`src/rtl/vmc_pkg.sv`:
```
// Shared types and address-map helpers for the vector memory controller.
package vmc_pkg;

    typedef enum logic [1:0] {
        ST_IDLE,
        ST_ISSUE,
        ST_DRAIN,
        ST_RESP
    } state_t;

    typedef enum logic [2:0] {
        REG_INS,
        REG_ROM,
        REG_RAM,
        REG_SW,
        REG_NONE
    } region_t;

    // Base word address of a region in the global map; REG_NONE yields the
    // first address past the switch register file.
    function automatic int unsigned region_base(
        input region_t     r,
        input int unsigned ins_size,
        input int unsigned rom_size,
        input int unsigned ram_size,
        input int unsigned reg_count
    );
        case (r)
            REG_INS: return 0;
            REG_ROM: return ins_size;
            REG_RAM: return ins_size + rom_size;
            REG_SW:  return ins_size + rom_size + ram_size;
            default: return ins_size + rom_size + ram_size + reg_count;
        endcase
    endfunction

endpackage

```
`src/rtl/vmc_decode.sv`:
```
// Combinational address decoder: global word address -> region and
// region-relative offset.
module vmc_decode
    import vmc_pkg::*;
#(
    parameter int unsigned S         = 32,
    parameter int unsigned INS_SIZE  = 1000,
    parameter int unsigned ROM_SIZE  = 30000,
    parameter int unsigned RAM_SIZE  = 30000,
    parameter int unsigned REG_COUNT = 15
) (
    input  logic [S-1:0] addr,
    output region_t      region,
    output logic [S-1:0] offset
);

    localparam logic [S-1:0] ROM_BASE =
        S'(region_base(REG_ROM, INS_SIZE, ROM_SIZE, RAM_SIZE, REG_COUNT));
    localparam logic [S-1:0] RAM_BASE =
        S'(region_base(REG_RAM, INS_SIZE, ROM_SIZE, RAM_SIZE, REG_COUNT));
    localparam logic [S-1:0] SW_BASE  =
        S'(region_base(REG_SW, INS_SIZE, ROM_SIZE, RAM_SIZE, REG_COUNT));
    localparam logic [S-1:0] MAP_END  =
        S'(region_base(REG_NONE, INS_SIZE, ROM_SIZE, RAM_SIZE, REG_COUNT));

    // Regions are contiguous and ascending, so a priority compare chain suffices.
    always_comb begin
        region = REG_NONE;
        offset = '0;
        if (addr < ROM_BASE) begin
            region = REG_INS;
            offset = addr;
        end else if (addr < RAM_BASE) begin
            region = REG_ROM;
            offset = addr - ROM_BASE;
        end else if (addr < SW_BASE) begin
            region = REG_RAM;
            offset = addr - RAM_BASE;
        end else if (addr < MAP_END) begin
            region = REG_SW;
            offset = addr - SW_BASE;
        end
    end

endmodule

```
`src/rtl/vec_mem_ctrl.sv`:
```
// Vector/scalar memory controller: decodes a request against the global map,
// issues one word per cycle to ROM, RAM or the switch registers, gathers read
// lanes and returns a single held response.
module vec_mem_ctrl
    import vmc_pkg::*;
#(
    parameter int unsigned S         = 32,
    parameter int unsigned LANES     = 6,
    parameter int unsigned INS_SIZE  = 1000,
    parameter int unsigned ROM_SIZE  = 30000,
    parameter int unsigned RAM_SIZE  = 30000,
    parameter int unsigned REG_COUNT = 15
) (
    input  logic                   clk,
    input  logic                   rst,
    input  logic                   req_valid,
    output logic                   req_ready,
    input  logic                   req_we,
    input  logic                   req_vec,
    input  logic [S-1:0]           req_addr,
    input  logic [S*LANES-1:0]     req_wd,
    output logic                   rsp_valid,
    input  logic                   rsp_ready,
    output logic [S*LANES-1:0]     rsp_rd,
    output logic                   rsp_err,
    output logic [S-1:0]           rom_addr,
    input  logic [S-1:0]           rom_rd,
    output logic [S-1:0]           ram_addr,
    output logic                   ram_we,
    output logic [S-1:0]           ram_wd,
    input  logic [S-1:0]           ram_rd,
    input  logic [S*REG_COUNT-1:0] switch_regs
);

    localparam int unsigned V  = S * LANES;
    localparam int unsigned LW = (LANES > 1) ? $clog2(LANES) : 1;

    state_t         state, state_nx;

    // Request decode (first and last word of the incoming request)
    logic [S:0]     last_sum;
    logic [S-1:0]   last_addr;
    region_t        first_reg, last_reg;
    logic [S-1:0]   first_off, last_off_unused;
    logic           req_err;
    logic           accept;

    // Latched request
    region_t        cur_reg;
    logic [S-1:0]   base_off;
    logic           cur_we;
    logic [V-1:0]   wd_q;
    logic [LW-1:0]  last_lane;
    logic           err_q;

    // Lane sequencing and read capture
    logic [LW-1:0]  lane;
    logic [S-1:0]   lane_addr;
    logic [S-1:0]   lane_wd;
    logic [S-1:0]   sw_word;
    logic           sw_cap;
    logic           pend;
    logic [LW-1:0]  pend_lane;

    vmc_decode #(
        .S         (S),
        .INS_SIZE  (INS_SIZE),
        .ROM_SIZE  (ROM_SIZE),
        .RAM_SIZE  (RAM_SIZE),
        .REG_COUNT (REG_COUNT)
    ) u_dec_first (
        .addr   (req_addr),
        .region (first_reg),
        .offset (first_off)
    );

    vmc_decode #(
        .S         (S),
        .INS_SIZE  (INS_SIZE),
        .ROM_SIZE  (ROM_SIZE),
        .RAM_SIZE  (RAM_SIZE),
        .REG_COUNT (REG_COUNT)
    ) u_dec_last (
        .addr   (last_addr),
        .region (last_reg),
        .offset (last_off_unused)
    );

    // Error classification of the incoming request; the extra sum bit catches
    // wrap-around of addr+N-1 instead of letting it alias low memory.
    always_comb begin
        last_sum  = {1'b0, req_addr} + (req_vec ? (S+1)'(LANES - 1) : '0);
        last_addr = last_sum[S-1:0];
        req_err   = last_sum[S]
                  || (first_reg == REG_INS)
                  || (last_reg == REG_INS)
                  || (first_reg != last_reg)
                  || (last_reg == REG_NONE)
                  || (req_we && (first_reg != REG_RAM));
    end

    assign req_ready = (state == ST_IDLE) && !rst;
    assign accept    = req_valid && req_ready;
    assign rsp_valid = (state == ST_RESP);
    assign rsp_err   = (state == ST_RESP) && err_q;
    assign lane_addr = base_off + S'(lane);
    assign sw_cap    = (state == ST_ISSUE) && (cur_reg == REG_SW) && !cur_we;

    // Select the write word and switch register addressed by the current lane.
    always_comb begin
        lane_wd = '0;
        sw_word = '0;
        for (int unsigned j = 0; j < LANES; j++) begin
            if (lane == LW'(j)) lane_wd = wd_q[S*j +: S];
        end
        for (int unsigned k = 0; k < REG_COUNT; k++) begin
            if (lane_addr == S'(k)) sw_word = switch_regs[S*k +: S];
        end
    end

    // Drive the memory ports only while issuing lanes to that region.
    always_comb begin
        rom_addr = '0;
        ram_addr = '0;
        ram_we   = 1'b0;
        ram_wd   = '0;
        if (state == ST_ISSUE) begin
            case (cur_reg)
                REG_ROM: rom_addr = lane_addr;
                REG_RAM: begin
                    ram_addr = lane_addr;
                    ram_we   = cur_we;
                    ram_wd   = cur_we ? lane_wd : '0;
                end
                default: ;
            endcase
        end
    end

    // Next-state logic; ROM/RAM reads need one DRAIN cycle for the last lane.
    always_comb begin
        state_nx = state;
        case (state)
            ST_IDLE:  if (accept) state_nx = req_err ? ST_RESP : ST_ISSUE;
            ST_ISSUE: if (lane == last_lane)
                          state_nx = (cur_we || (cur_reg == REG_SW)) ? ST_RESP : ST_DRAIN;
            ST_DRAIN: state_nx = ST_RESP;
            ST_RESP:  if (rsp_ready) state_nx = ST_IDLE;
            default:  state_nx = ST_IDLE;
        endcase
    end

    // State register.
    always_ff @(posedge clk or posedge rst) begin
        if (rst) state <= ST_IDLE;
        else     state <= state_nx;
    end

    // Request latch, lane counter and response gathering.
    always_ff @(posedge clk or posedge rst) begin
        if (rst) begin
            cur_reg   <= REG_NONE;
            base_off  <= '0;
            cur_we    <= 1'b0;
            wd_q      <= '0;
            last_lane <= '0;
            err_q     <= 1'b0;
            lane      <= '0;
            pend      <= 1'b0;
            pend_lane <= '0;
            rsp_rd    <= '0;
        end else begin
            // A ROM/RAM read issued this cycle returns data next cycle.
            pend      <= (state == ST_ISSUE) && !cur_we
                      && ((cur_reg == REG_ROM) || (cur_reg == REG_RAM));
            pend_lane <= lane;
            if (accept) begin
                cur_reg   <= first_reg;
                base_off  <= first_off;
                cur_we    <= req_we;
                wd_q      <= req_wd;
                last_lane <= req_vec ? LW'(LANES - 1) : '0;
                err_q     <= req_err;
                lane      <= '0;
                rsp_rd    <= '0;
            end else begin
                if (state == ST_ISSUE) lane <= lane + LW'(1);
                for (int unsigned j = 0; j < LANES; j++) begin
                    if (pend && (pend_lane == LW'(j)))
                        rsp_rd[S*j +: S] <= (cur_reg == REG_ROM) ? rom_rd : ram_rd;
                    if (sw_cap && (lane == LW'(j)))
                        rsp_rd[S*j +: S] <= sw_word;
                end
            end
        end
    end

endmodule

```
`config.mk`:
```
export PLATFORM = sky130hd
export DESIGN_NAME = vec_mem_ctrl
export DESIGN_NICKNAME = d
export VERILOG_FILES = /design/src/rtl/vmc_pkg.sv /design/src/rtl/vmc_decode.sv /design/src/rtl/vec_mem_ctrl.sv
export SDC_FILE = /design/constraint.sdc
export NUM_CORES = 2
export LEC_CHECK = 0
export BUFFER_PORTS_ARGS = -buffer_cell sky130_fd_sc_hd__buf_2
export CORE_AREA = 2 2 420 422
export CTS_BUF_LIST = sky130_fd_sc_hd__clkbuf_4 sky130_fd_sc_hd__clkbuf_8
export CTS_CLUSTER_DIAMETER = 120
export CTS_CLUSTER_SIZE = 20
export DETAILED_ROUTE_END_ITERATION = 6
export DIE_AREA = 0 0 422 424
export PLACE_DENSITY = 0.39
export SLEW_MARGIN = 20
export SYNTH_ARGS = -nofsm -noshare
export SYNTH_HDL_FRONTEND = slang
export SYNTH_HIERARCHICAL = 1
export SYNTH_SLANG_ARGS = --single-unit
```
`constraint.sdc`:
```
create_clock -name clk -period 15.9 [get_ports clk]
set_input_delay 0.795 -clock clk [delete_from_list [all_inputs] [get_ports clk]]
set_output_delay 0.795 -clock clk [all_outputs]
set_load 0.02 [all_outputs]
```
**Word-level counts from Yosys, hierarchy flattened**

Cells that the tools add are included.

- Bits in registers: 433
- Bits of input ports: 774
- Logic and storage cells: 176

- Add/subtract/negate cells: 6
- Magnitude comparators: 8
- Equal/unequal tests: 37
- Multiplexer cells: 66
- Reductions and logical operators: 43

Operators with widths:

| kind | count |
|---|---|
| $mux 32 | 45 |
| $eq 32x4->1 const B | 7 |
| $mux 192 | 1 |
| $eq 32x3->1 const B | 4 |
| $lt 32x16->1 const B | 4 |
| $eq 32x2->1 const B | 2 |
| $lt 32x10->1 const B | 2 |
| $lt 32x15->1 const B | 2 |
| $mux 3 | 12 |
| $add 32x3->33 | 1 |
| $add 32x3->32 | 1 |
| $eq 32x1->1 const B | 1 |
| $logic_not 32->1 | 1 |
| $sub 32x10->32 const B | 1 |
| $sub 32x15->32 const B | 1 |
| $sub 32x16->32 const B | 1 |
| $logic_and 1x1->1 | 20 |
| $eq 3x2->1 const B | 6 |
| $reduce_bool 3->1 | 6 |
| $eq 3x3->1 const B | 5 |
| $logic_not 3->1 | 4 |
| $eq 3x1->1 const B | 3 |
| $mux 2 | 4 |
| $pmux 2 s4 | 1 |
| other kinds (14) | 25 |

**Longest topological paths before layout**

- Word-level depth: 19
- Depth in mapped cells: 23

**By module**

The synthesis kept the hierarchy.

By module, submodules not included:

| module | times used | cells each | area each (µm²) |
|---|---|---|---|
| vec_mem_ctrl | 1 | 3223 | 26974.6 |
| vmc_decode | 2 | 192 | 1157.4 |

**Least setup slack after synthesis**

No wires, ideal clock.

- Path type: input -> register
- Start: input port rst
- End: register base_off[15]
- Library setup time: 132 ps
- Arrival: 11352 ps
- Setup slack: 4416 ps
- Stages: 6
- Path through: inv_1 -> and3_1 -> clkbuf_1 -> clkbuf_1 -> clkbuf_1 -> o21ai_0

- Cells in the longest elaborated chain, start to end: 3

Ends and longest elaborated chain:

| what | line | source |
|---|---|---|
| start, declared | vec_mem_ctrl.sv:15 | `input logic rst,` |
| $logic_not 1->1 (no line) | n/a |  |
| $logic_and 1x1->1 | vec_mem_ctrl.sv:102 | `assign req_ready = (state == ST_IDLE) && !rst;` |
| $logic_and 1x1->1 | vec_mem_ctrl.sv:103 | `assign accept = req_valid && req_ready;` |
| end signal, assigned | vec_mem_ctrl.sv:179 | `base_off <= first_off;` |
| end, declared | vec_mem_ctrl.sv:50 | `logic [S-1:0] base_off;` |

No other way between the ends.
A chain may end at the register's enable or synchronous reset.

**Final worst setup path**

- Start: register lane[0]
- End: register rsp_rd[71]

- Cells in the longest elaborated chain, start to end: 19

Ends and longest elaborated chain:

| what | line | source |
|---|---|---|
| start, declared | vec_mem_ctrl.sv:57 | `logic [LW-1:0] lane;` |
| start signal, assigned | vec_mem_ctrl.sv:187 | `if (state == ST_ISSUE) lane <= lane + LW'(1);` |
| $add 32x3->32 | vec_mem_ctrl.sv:106 | `assign lane_addr = base_off + S'(lane);` |
| $logic_not 32->1 | vec_mem_ctrl.sv:117 | `if (lane_addr == S'(k)) sw_word = switch_regs[S*k +: S];` |
| $mux 32 (15 in a row) | vec_mem_ctrl.sv:117 |  |
| $mux 32 | vec_mem_ctrl.sv:191 | `if (sw_cap && (lane == LW'(j)))` |
| $mux 192 | vec_mem_ctrl.sv:177 | `if (accept) begin` |
| end signal, assigned by index | vec_mem_ctrl.sv:190 | `rsp_rd[S*j +: S] <= (cur_reg == REG_ROM) ? rom_rd : ram_rd;` |
| end signal, assigned by index | vec_mem_ctrl.sv:192 | `rsp_rd[S*j +: S] <= sw_word;` |
| end, declared | vec_mem_ctrl.sv:24 | `output logic [S*LANES-1:0] rsp_rd,` |

Parallel ways exist; a longest one is shown, timed or not.

==> qor.csv <==
metric,value,unit
status,finished clean,
fp.dieH,424,um
cts_setup_buffers,0,
finalHoldWorstSlack,116,ps
peakVddDrop,116,uV
holdBufCountCts,0,
ys_warn_count,6,
slew_headroom,12.8,%
cp.required,16500,ps
crit_type,reg -> reg,
period_minus_slack,5540,ps
routabilityCongestion,1.01,
cap_violations,0,
setup_viol,0,
antenna_left,0,
tns,0,ps
arrival,6140,ps
grt_max_degree,195,
critPathMaxFanout,50,
finClkSkew,38.8,ps
antenna_found_initial,114,
viasPerCell,4.75,
end_kind,flip-flop,
cts_max_path_buffers,3,
hpwl,166,mm
drv_slew,0,
min_period_over_period,34.9,%
ioPinCount,1066,
core,175000,um^2
place_area,36200,um^2
synth_cells,3470,
synth_area_per_cell,8.21,um^2
syn_to_final_growth,29.5,%
cts_tree,yes,
final_util,21.1,%
crit_top_cell,a21oi_1,
regToRegSetupSlack,10360,ps
drt-pass1-iter-count,5,
drc,0,
cp-start-kind,flip-flop,
finalHoldViolCount,0,
fmax,0.180,GHz
reg.largest.list,"rsp_rd x192, wd_q x192, base_off x32",
syn_area,28500,um^2
leakage,16.7,nW
num_vias,32000,
rows,154,
cts-resized-gates,0,
rsz0062_at_grt,no,
portBuffers,1065,
cts.sinks,431,
powerDensity,128,nW/um^2
drt-total-wl,213,mm
htree_levels,1,
drt-wirelength-per-cell,31.7,um
initial_core_util,16.3,%
final_area,36900,um^2
hold_path.class,in -> async,
slowest_delay,1100,ps
fin_nets,5097,
path_cells,"ha_4, fa_4, buf_4, buf_4, mux4_2, nand2_1, a21oi_1, a221oi_1, a21oi_1, nand4_1, a21oi_1",
root_buffer,clkbuf_8,
grt_pass1_wl,283,mm
worstSkewPairLatency,730,ps
grt.overflow.total,0,
worst_slew_pin_slew,1310,ps
numCtsBuffers,27,
path_clk_slew,140,ps
drive_above_1_share,31.9,%
track_usage,22.8,%
crit_path_top_delay_cell,fa_4,
die_width,422,um
grt_pass1_vias,30600,
fp.dieArea,179000,um^2
finalPower,4.74,mW
drt_iter0_markers,3159,
[power breakdown]
part	switching, mW	internal, mW	leakage, nW
logic	1.78	0.789	10.7
registers	0.179	1.35	5.70
clock network	0.430	0.215	0.286
total	2.39	2.35	16.7
[metrics by stage]
stage	worst slack [ps]	instances
2_1_floorplan	3090	3477
3_3_place_gp	10200	6613
3_5_place_dp	10250	6615
4_1_cts	10240	6658
5_1_grt	10180	6679
6_report	10360	6720
[worst max-delay path: cells and delay by family (launching register included)]
kind | cells | cell delay, ps
DFF | 1 | 510
and+or+nand+nor | 2 | 290
adders and majority gates | 2 | 1320
muxes | 1 | 400
AOI/OAI and AO/OA | 4 | 1330
buffers and inverters | 2 | 1470
[area by class of cell]
cell class / instances / area [um^2]
tap: 2340 / 2930
sequential: 431 / 10800
antenna: 61 / 153
timing repair buffer: 1131 / 5860
clock inverter: 8 / 123
multi-input combinational: 2687 / 16500
fill: 19800 / 138000
inverter: 27 / 109
clock buffer: 35 / 432
[worst paths after layout]
check                            from  cells after the start     endpoint
min in group clk           req_wd[33]                      3     wd_q[33]
hold reg to reg               wd_q[6]                      2      wd_q[6]
hold / removal                    rst                      2    wd_q[119]
max in group asynchronous         rst                      7  rsp_rd[135]
setup reg to reg              lane[0]                     11   rsp_rd[71]
setup / recovery              lane[0]                     11   rsp_rd[71]
[cell usage in the layout (no fill, tap or decap), drive strengths merged, types with 35 or more instances in the layout]
cell        n
xnor2      50
buf      1131
diode      61
o311ai     35
nor2      182
o2111ai    37
o211ai    195
o22ai      37
clkbuf     35
nor3       40
a221oi     60
mux2i      63
nand4     103
or4        50
nand3      65
nand2    1067
dfrtp     430
a21oi     246
o21ai      74
mux4       81
[per-layer routing]
metal | routed length, um | up-vias | global-route usage [%]
li1 | - | 14200 | -
met1 | 90400 | 16100 | 30.2
met2 | 104000 | 1308 | 38.5
met3 | 12300 | 232 | 2.94
met4 | 6540 | 42 | 6.68
met5 | 251 | - | 0
Power figures use the tool's default switching activity.
